## src/rtl/alu_share_arbiter_pkg.sv

```systemverilog
// Shared definitions for the ALU share arbiter: control codes, FSM states
// and small decode helpers used by both the arbiter and alu32.
package alu_share_arbiter_pkg;

  localparam logic [3:0] ALU_AND  = 4'b0000;
  localparam logic [3:0] ALU_OR   = 4'b0001;
  localparam logic [3:0] ALU_ADD  = 4'b0010;
  localparam logic [3:0] ALU_SUB  = 4'b0110;
  localparam logic [3:0] ALU_NOR  = 4'b1001;
  localparam logic [3:0] ALU_NAND = 4'b1100;
  localparam logic [3:0] ALU_XOR  = 4'b1101;

  typedef enum logic [1:0] {
    ST_IDLE = 2'd0,
    ST_EXEC = 2'd1,
    ST_RESP = 2'd2
  } state_t;

  // True for any of the seven control codes the ALU implements.
  function automatic logic is_legal(input logic [3:0] ctrl);
    case (ctrl)
      ALU_AND, ALU_OR, ALU_ADD, ALU_SUB,
      ALU_NOR, ALU_NAND, ALU_XOR: is_legal = 1'b1;
      default:                    is_legal = 1'b0;
    endcase
  endfunction

  // True only for the operations that are allowed to touch the flags.
  function automatic logic is_arith(input logic [3:0] ctrl);
    is_arith = (ctrl == ALU_ADD) || (ctrl == ALU_SUB);
  endfunction

endpackage

```

## src/rtl/alu_share_arbiter_alu32.sv

```systemverilog
// Purely combinational 32-bit ALU. Illegal control codes produce a zero
// result and no overflow; n and z always describe the result bus.
module alu32
  import alu_share_arbiter_pkg::*;
(
  output logic [31:0] result,
  output logic        v,
  output logic        n,
  output logic        z,
  input  logic [31:0] op1,
  input  logic [31:0] op2,
  input  logic [3:0]  ctrl
);

  logic [31:0] sum;
  logic [31:0] diff;

  assign sum  = op1 + op2;
  assign diff = op1 - op2;

  // Select the operation; overflow is only meaningful for ADD and SUB.
  always_comb begin
    result = '0;
    v      = 1'b0;
    case (ctrl)
      ALU_AND:  result = op1 & op2;
      ALU_OR:   result = op1 | op2;
      ALU_ADD: begin
        result = sum;
        v      = (op1[31] == op2[31]) && (sum[31] != op1[31]);
      end
      ALU_SUB: begin
        result = diff;
        v      = (op1[31] != op2[31]) && (diff[31] != op1[31]);
      end
      ALU_NOR:  result = ~(op1 | op2);
      ALU_NAND: result = ~(op1 & op2);
      ALU_XOR:  result = op1 ^ op2;
      default: begin
        result = '0;
        v      = 1'b0;
      end
    endcase
  end

  assign n = result[31];
  assign z = (result == 32'd0);

endmodule

```

## src/rtl/alu_share_arbiter.sv

```systemverilog
// Two-requester front end for a single shared alu32. Arbitrates, captures
// operands, evaluates for one cycle and holds the response until consumed.
// Also owns the architectural V/N/Z flags, which only ADD/SUB may change.
module alu_share_arbiter
  import alu_share_arbiter_pkg::*;
#(
  parameter int         WIDTH    = 32,
  parameter bit         FAIR     = 1'b1,
  parameter logic [2:0] FLAG_RST = 3'b000
) (
  input  logic             clk,
  input  logic             reset,
  input  logic             req0_valid,
  output logic             req0_ready,
  input  logic [WIDTH-1:0] req0_op1,
  input  logic [WIDTH-1:0] req0_op2,
  input  logic [3:0]       req0_ctrl,
  input  logic             req1_valid,
  output logic             req1_ready,
  input  logic [WIDTH-1:0] req1_op1,
  input  logic [WIDTH-1:0] req1_op2,
  input  logic [3:0]       req1_ctrl,
  output logic             rsp_valid,
  input  logic             rsp_ready,
  output logic             rsp_id,
  output logic [WIDTH-1:0] rsp_result,
  output logic             rsp_err,
  output logic             flag_v,
  output logic             flag_n,
  output logic             flag_z
);

  state_t           state;
  logic             last_grant;
  logic [WIDTH-1:0] op1_q;
  logic [WIDTH-1:0] op2_q;
  logic [3:0]       ctrl_q;
  logic             id_q;

  logic             any_valid;
  logic             grant_id;

  logic [WIDTH-1:0] alu_result;
  logic             alu_v;
  logic             alu_n;
  logic             alu_z;

  alu32 u_alu (
    .result (alu_result),
    .v      (alu_v),
    .n      (alu_n),
    .z      (alu_z),
    .op1    (op1_q),
    .op2    (op2_q),
    .ctrl   (ctrl_q)
  );

  // Pick the winner: a lone requester always wins; on conflict alternate
  // against the last grant, or favour requester 0 when fairness is off.
  always_comb begin
    any_valid = req0_valid || req1_valid;
    grant_id  = 1'b0;
    if (req0_valid && req1_valid) begin
      grant_id = FAIR ? !last_grant : 1'b0;
    end else if (req1_valid) begin
      grant_id = 1'b1;
    end
  end

  assign req0_ready = (state == ST_IDLE) && !reset && any_valid && !grant_id;
  assign req1_ready = (state == ST_IDLE) && !reset && any_valid && grant_id;

  // Sequence accept, evaluate and respond; reset drops any in-flight op.
  always_ff @(posedge clk) begin
    if (reset) begin
      state      <= ST_IDLE;
      last_grant <= 1'b1;
      op1_q      <= '0;
      op2_q      <= '0;
      ctrl_q     <= ALU_AND;
      id_q       <= 1'b0;
      rsp_valid  <= 1'b0;
      rsp_id     <= 1'b0;
      rsp_result <= '0;
      rsp_err    <= 1'b0;
      {flag_v, flag_n, flag_z} <= FLAG_RST;
    end else begin
      case (state)
        ST_IDLE: begin
          if (any_valid) begin
            op1_q      <= grant_id ? req1_op1  : req0_op1;
            op2_q      <= grant_id ? req1_op2  : req0_op2;
            ctrl_q     <= grant_id ? req1_ctrl : req0_ctrl;
            id_q       <= grant_id;
            last_grant <= grant_id;
            state      <= ST_EXEC;
          end
        end
        ST_EXEC: begin
          rsp_result <= alu_result;
          rsp_err    <= !is_legal(ctrl_q);
          rsp_id     <= id_q;
          rsp_valid  <= 1'b1;
          if (is_arith(ctrl_q)) begin
            {flag_v, flag_n, flag_z} <= {alu_v, alu_n, alu_z};
          end
          state      <= ST_RESP;
        end
        ST_RESP: begin
          if (rsp_ready) begin
            rsp_valid <= 1'b0;
            state     <= ST_IDLE;
          end
        end
        default: begin
          state <= ST_IDLE;
        end
      endcase
    end
  end

endmodule

```

## config.mk

```make
export PLATFORM = sky130hd
export DESIGN_NAME = alu_share_arbiter
export DESIGN_NICKNAME = d
export VERILOG_FILES = /design/src/rtl/alu_share_arbiter_pkg.sv /design/src/rtl/alu_share_arbiter_alu32.sv /design/src/rtl/alu_share_arbiter.sv
export SDC_FILE = /design/constraint.sdc
export NUM_CORES = 1
export LEC_CHECK = 0
export ABC_AREA = 1
export CORE_ASPECT_RATIO = 0.8
export CORE_UTILIZATION = 40
export CTS_BUF_LIST = sky130_fd_sc_hd__clkbuf_4
export DETAILED_ROUTE_END_ITERATION = 10
export GPL_TIMING_DRIVEN = 0
export SLEW_MARGIN = 20
export SYNTH_ARGS = -nofsm -noshare
export SYNTH_HDL_FRONTEND = slang
export SYNTH_SLANG_ARGS = --single-unit
```

## constraint.sdc

```tcl
create_clock -name clk -period 3.4 [get_ports clk]
set_clock_uncertainty 0.15 [all_clocks]
set_input_delay 0.68 -clock clk [delete_from_list [all_inputs] [get_ports clk]]
set_output_delay 0.68 -clock clk [all_outputs]
set_load 0.02 [all_outputs]
```

* Word-level counts from Yosys, hierarchy flattened *
Index checks and enable logic that the tools add are counted.
W data, S select, Z words.

storage, ports and cells
  register bits after elaboration = 110
  bits of input ports = 141
  logic and storage cells = 71

cells by class
  add/subtract/negate cells = 2
  equal/unequal tests = 14
  mux-type cells = 15
  bitwise operators = 5
  reduce and logical (&&, ||, !) cells = 22

operator list
  kind                  number
  $pmux W32 S7          1
  $mux W32              2
  $not A32 Y32          2
  $add A32 B32 Y32      1
  $and A32 B32 Y32      1
  $logic_not A32 Y1     1
  $or A32 B32 Y32       1
  $sub A32 B32 Y32      1
  $xor A32 B32 Y32      1
  $eq A4 B4 Y1 const B  3
  $reduce_and A2 Y1     4
  $logic_and A1 B1 Y1   7
  $reduce_or A7 Y1      1
  $mux W1               6
  $pmux W2 S3           1
  $eq A4 B1 Y1 const B  1
  $eq A4 B2 Y1 const B  1
  $eq A4 B3 Y1 const B  1
  $logic_not A1 Y1      4
  $logic_not A4 Y1      1
  $mux W2               2
  $mux W4               1
  $ne A2 B2 Y1 const B  2
  $pmux W1 S2           2
  7 further kinds       10

* Longest topological paths before layout *
  depth in word-level cells = 6
  gate-level depth with buffers = 22

* By module *
Synthesis repeated with hierarchy kept, for this count alone.

second synthesis, totals
  cells, all modules = 2133
  area total of the unflattened synthesis = 11967.7 um2

modules (own cells, without submodules)
  module             times used  cells each  area an instance (um2)
  alu32              1           1371        7019.2
  alu_share_arbiter  1           762         4948.5

* Least setup slack after synthesis *
Ideal clock, no wire load.

  kind = reg2reg
  start point = register op2_q[0]
  end point = register flag_z
  setup time = 0.068 ns
  arrival time = 2.254 ns
  required time = 3.182 ns
  path slack = 0.928 ns
  cell stages (with the launch flop) = 21
  path buffers = 0
  cell sequence = dfxtp_1 ha_1 inv_1 fa_1 inv_1 nand3_1 nand2_1 nand2_1 nand2_2 nand2_1 nand2_1 nand2_1 o21ai_2 nand2_1 nand2_1 nor2_1 nor2_1 nand2_1 nor2_1 nand2_1 a21oi_2

on the way
  word-level cells in the longest chain between the ends = 4
  elaborated cells on any way between the ends = 9
  those cells by class = add/sub: 2; mux: 1; bitwise: 5; reduce/logical: 1

RTL lines
  element                                                                   RTL line                       text
  start: declaration                                                        alu_share_arbiter.sv:36        logic [WIDTH-1:0] op2_q;
  start signal: assignment                                                  alu_share_arbiter.sv:92        op2_q <= grant_id ? req1_op2 : req0_op2;
  parallel branches: the longest is 2 deep, another holds $sub A32 B32 Y32  --
  $pmux W32 S7 (*)                                                          alu_share_arbiter_alu32.sv:25  case (ctrl)
  $logic_not A32 Y1 (*)                                                     alu_share_arbiter_alu32.sv:47  assign z = (result == 32'd0);
  end signal: assignment                                                    alu_share_arbiter.sv:105       {flag_v, flag_n, flag_z} <= {alu_v, alu_n, alu_z};
  end: declaration                                                          alu_share_arbiter.sv:30        output logic flag_z

Every way passes the cells marked *.
A chain may end at the register's enable or synchronous reset.

* Final worst setup path *
  start point = input req0_valid
  end point = output req0_ready

on the way
  word-level cells in the longest chain between the ends = 4
  elaborated cells on any way between the ends = 6
  those cells by class = mux: 1; reduce/logical: 5

RTL lines
  element                  RTL line                 text
  start: declaration       alu_share_arbiter.sv:13  input logic req0_valid,
  $logic_and A1 B1 Y1      alu_share_arbiter.sv:63  if (req0_valid && req1_valid) begin
  $mux W1                  alu_share_arbiter.sv:63
  $logic_not A1 Y1         alu_share_arbiter.sv:70  assign req0_ready = (state == ST_IDLE) && !reset && any_valid && !grant_id;
  $logic_and A1 B1 Y1 (*)  alu_share_arbiter.sv:70
  end: declaration         alu_share_arbiter.sv:14  output logic req0_ready,

Every way passes the cells marked *; elsewhere a longest branch is shown, timed or not.

==> run metrics <==
Yosys reg bits 110; Post-Synth XOR/XNOR Area 0; hold buffers post-CTS 0; Placed Cells incl. Taps 2523; post-synthesis simple-gate area fraction 0.376; Worst EP required 2570 ps; post-synthesis mux area share 0; most common cell in the netlist nand2_1; via count 13500; Synth async-reset ratio 0; CP top delay family buffers and inverters; Detail Placement HPWL 40.9 mm; number of CTS-inserted buffers 9; number of flops mapped to enable cells by yosys 0; Cell Chain, Critical Path clkdlybuf4s50_1, o21ai_0, nor2_1, nand2_1, inv_6, clkdlybuf4s50_1; H-Tree Depth 3; Seq/Total Area, Yosys 0.195; Congestion Overflow GR 0; antenna viol nets, final 0; cell area after synthesis 11300 µm²; Final Non-Filler Cells 2541; Hold WC Path Type reg -> reg; Synth area leaders nand2_1 21%, dfxtp_1 20%, ha_1 11%; Compound-Gate Fraction of Synth Area 0.162; RD Place Congestion 1.07; max cap viols 0; Syn-to-layout area delta 22.2%; Final period util 0.969; ys flop type dfxtp_1; worst flop-to-flop path startpoint op2_q[11]; CP arrival 2470 ps; status complete, no violations; CTS tree yes; slowest CP cell clkdlybuf4s50_1; # IOs 181; initial antenna violation count 1; worst path bufs/invs 3; actual slew at the worst max-slew pin 951 ps; initial detailed-routing violation count 1628; Lkg Pwr 6.92 nW; clk_lat worst skew 590 ps; Post-Route Utilization 0.501; cell mode on critical path clkdlybuf4s50_1; pwr/cell area 398 nW/µm²; final net count 2415; Die Y 152 µm; Worst R2R Path Depth 18; max-slew violations 0; # clock sinks 110; Worst R2R Setup Slack 150 ps; initial core utilization 0.410; Core Region 27500 µm²; Post-Synth Adder-Cell Area 0.118; IR drop worst, VDD 0.000185 V; crit-path max FO 18; Syn. warnings 0; number of global-route vias before repair 12100; Slew HR 0.366; largest family of logic cells by synthesized area simple AND/OR/NAND/NOR gates; largest net degree at the start of global routing 21; top cell type by total area after synthesis nand2_1; setup TNS 0 ps; Die Span X 190 µm; Highest Clock Rate 0.303 GHz; Hold Crit Depth 2; RSZ-0062 raised after global routing no; Setup crit end kind output port; synthesized area per cell 5.69 µm²; Vias per Instance 5.31; synthesized net count 2226; drt first pass iters 8; HP Start id_q; hold_ws 323 ps; Commonest cells post-synth 632 x nand2_1, 329 x inv_1, 194 x nor2_1, 152 x nand3_1, 110 x dfxtp_1; share of cells above drive strength 1 0.0603; Synth top area share 0.211; Longest Clk Path Bufs 2; RR Endpoint flag_z; Period minus WS final 3300 ps; drt total wl 49.6 mm; count of final setup violators 0; Setup CP Type in -> out; Total Routing Usage GR 0.342; first-pass GRT wire length 73.5 mm; Post-Syn Instances 1980; WL per Instance 19.5 µm; Root Driver clkbuf_4; hold worst-path end rsp_id; Post-route DRC 0; num rows 54; PortBufs 179; Startpoint Class input pin; Netlist cell types 38; clock transition at the registers of the reported paths 190 ps; max incr delay on CP 640 ps; die footprint 28800 µm²; Final Hold Viols 0
## cells in the final DEF, fill, tap and decap left out, types with 2 or more instances in the layout
master,Yosys,final
a211oi_1,19,19
a21oi_1,53,52
a21oi_2,4,5
a31oi_1,35,35
buf_1,7,6
buf_2,28,28
buf_4,9,9
buf_6,3,3
clkbuf_1,30,29
clkbuf_4,0,10
clkdlybuf4s50_1,0,178
clkinv_4,0,2
dfxtp_1,110,96
dfxtp_2,0,13
diode_2,0,3
fa_2,0,2
ha_1,103,102
inv_1,329,327
inv_2,10,12
inv_6,0,4
nand2_1,632,628
nand2_2,8,12
nand3_1,152,148
nand3_2,0,3
nand3b_1,3,3
nand4_1,16,16
nor2_1,194,189
nor2_2,11,16
nor3_1,11,11
nor3b_1,4,4
o211ai_1,48,48
o21ai_0,97,97
o21ai_1,5,5
o21bai_1,5,5
o22ai_1,37,37
or2_2,3,3
## report_power, final
group / internal (mW) / switching (mW)
Combinational: 1.01 / 2.11
Sequential: 1.44 / 0.167
Clock: 0.180 / 0.570
Total: 2.63 / 2.85
## kinds of logic (layout without fill, tap and decap cells)
family / count (synthesis) / in the layout
simple gates: 1038 / 1038
buf+inv: 421 / 615
compound gates: 306 / 306
flops: 110 / 110
fa+ha+maj: 105 / 105
other cells: 0 / 3
## per-layer routing
metal	GRT usage	vias up	routed length [µm]
met4	0.0806	0	1080
met2	0.469	635	18900
met5	0	-	0
li1	-	6639	-
met1	0.531	6159	24000
met3	0.0709	51	5590
## how the worst max path moves through the flow
stage / start / endpoint / slack (ps) / cells after the start
finish: req0_valid / req0_ready / 100 / 6
global route: op2_q[11] / flag_z / 7 / 18
CTS: req1_valid / req0_ready / 20 / 6
detailed placement: req0_valid / req1_ready / -1050 / 8
global placement: req0_valid / req1_ready / -1030 / 8
floorplan: op2_q[0] / flag_z / 930 / 20
## flip-flops by register name, summed over array words and instances, names as in the netlist
register    count
state           2
flag_z          1
rsp_err         1
flag_n          1
rsp_result     32
id_q            1
op1_q          32
op2_q          32
flag_v          1
last_grant      1
rsp_id          1
rsp_valid       1
ctrl_q          4
## through the flow
step	area (µm²)	setup slack [ps]	total power, mW
after floorplan	11300	928	3.48
final	13800	104	5.48
after CTS	13700	21.5	5.39
after global routing	13800	7.31	5.84
after global placement	13500	-1030	4.61
after detailed placement	13500	-1050	4.62
## timing repair
item,4_1_cts,5_1_grt
resized for setup,13,33
pin swaps,0,3
buffers inserted,0,0
setup endpoints to repair,3,4
## layout make-up
class | count | area (µm²)
timing repair buffer | 179 | 1790
clock buffer | 10 | 75.1
clock inverter | 6 | 62.6
antenna | 3 | 7.51
fill | 3006 | 13700
multi-input combinational | 1449 | 7460
tap | 364 | 455
sequential | 110 | 2220
buffer | 77 | 392
inverter | 343 | 1300
## worst min-delay path, stage by stage (launching register included)
cell and delay [ps]:
dfxtp_1 350, inv_1 60, a21oi_1 50
(Power assumes the default switching activity.)
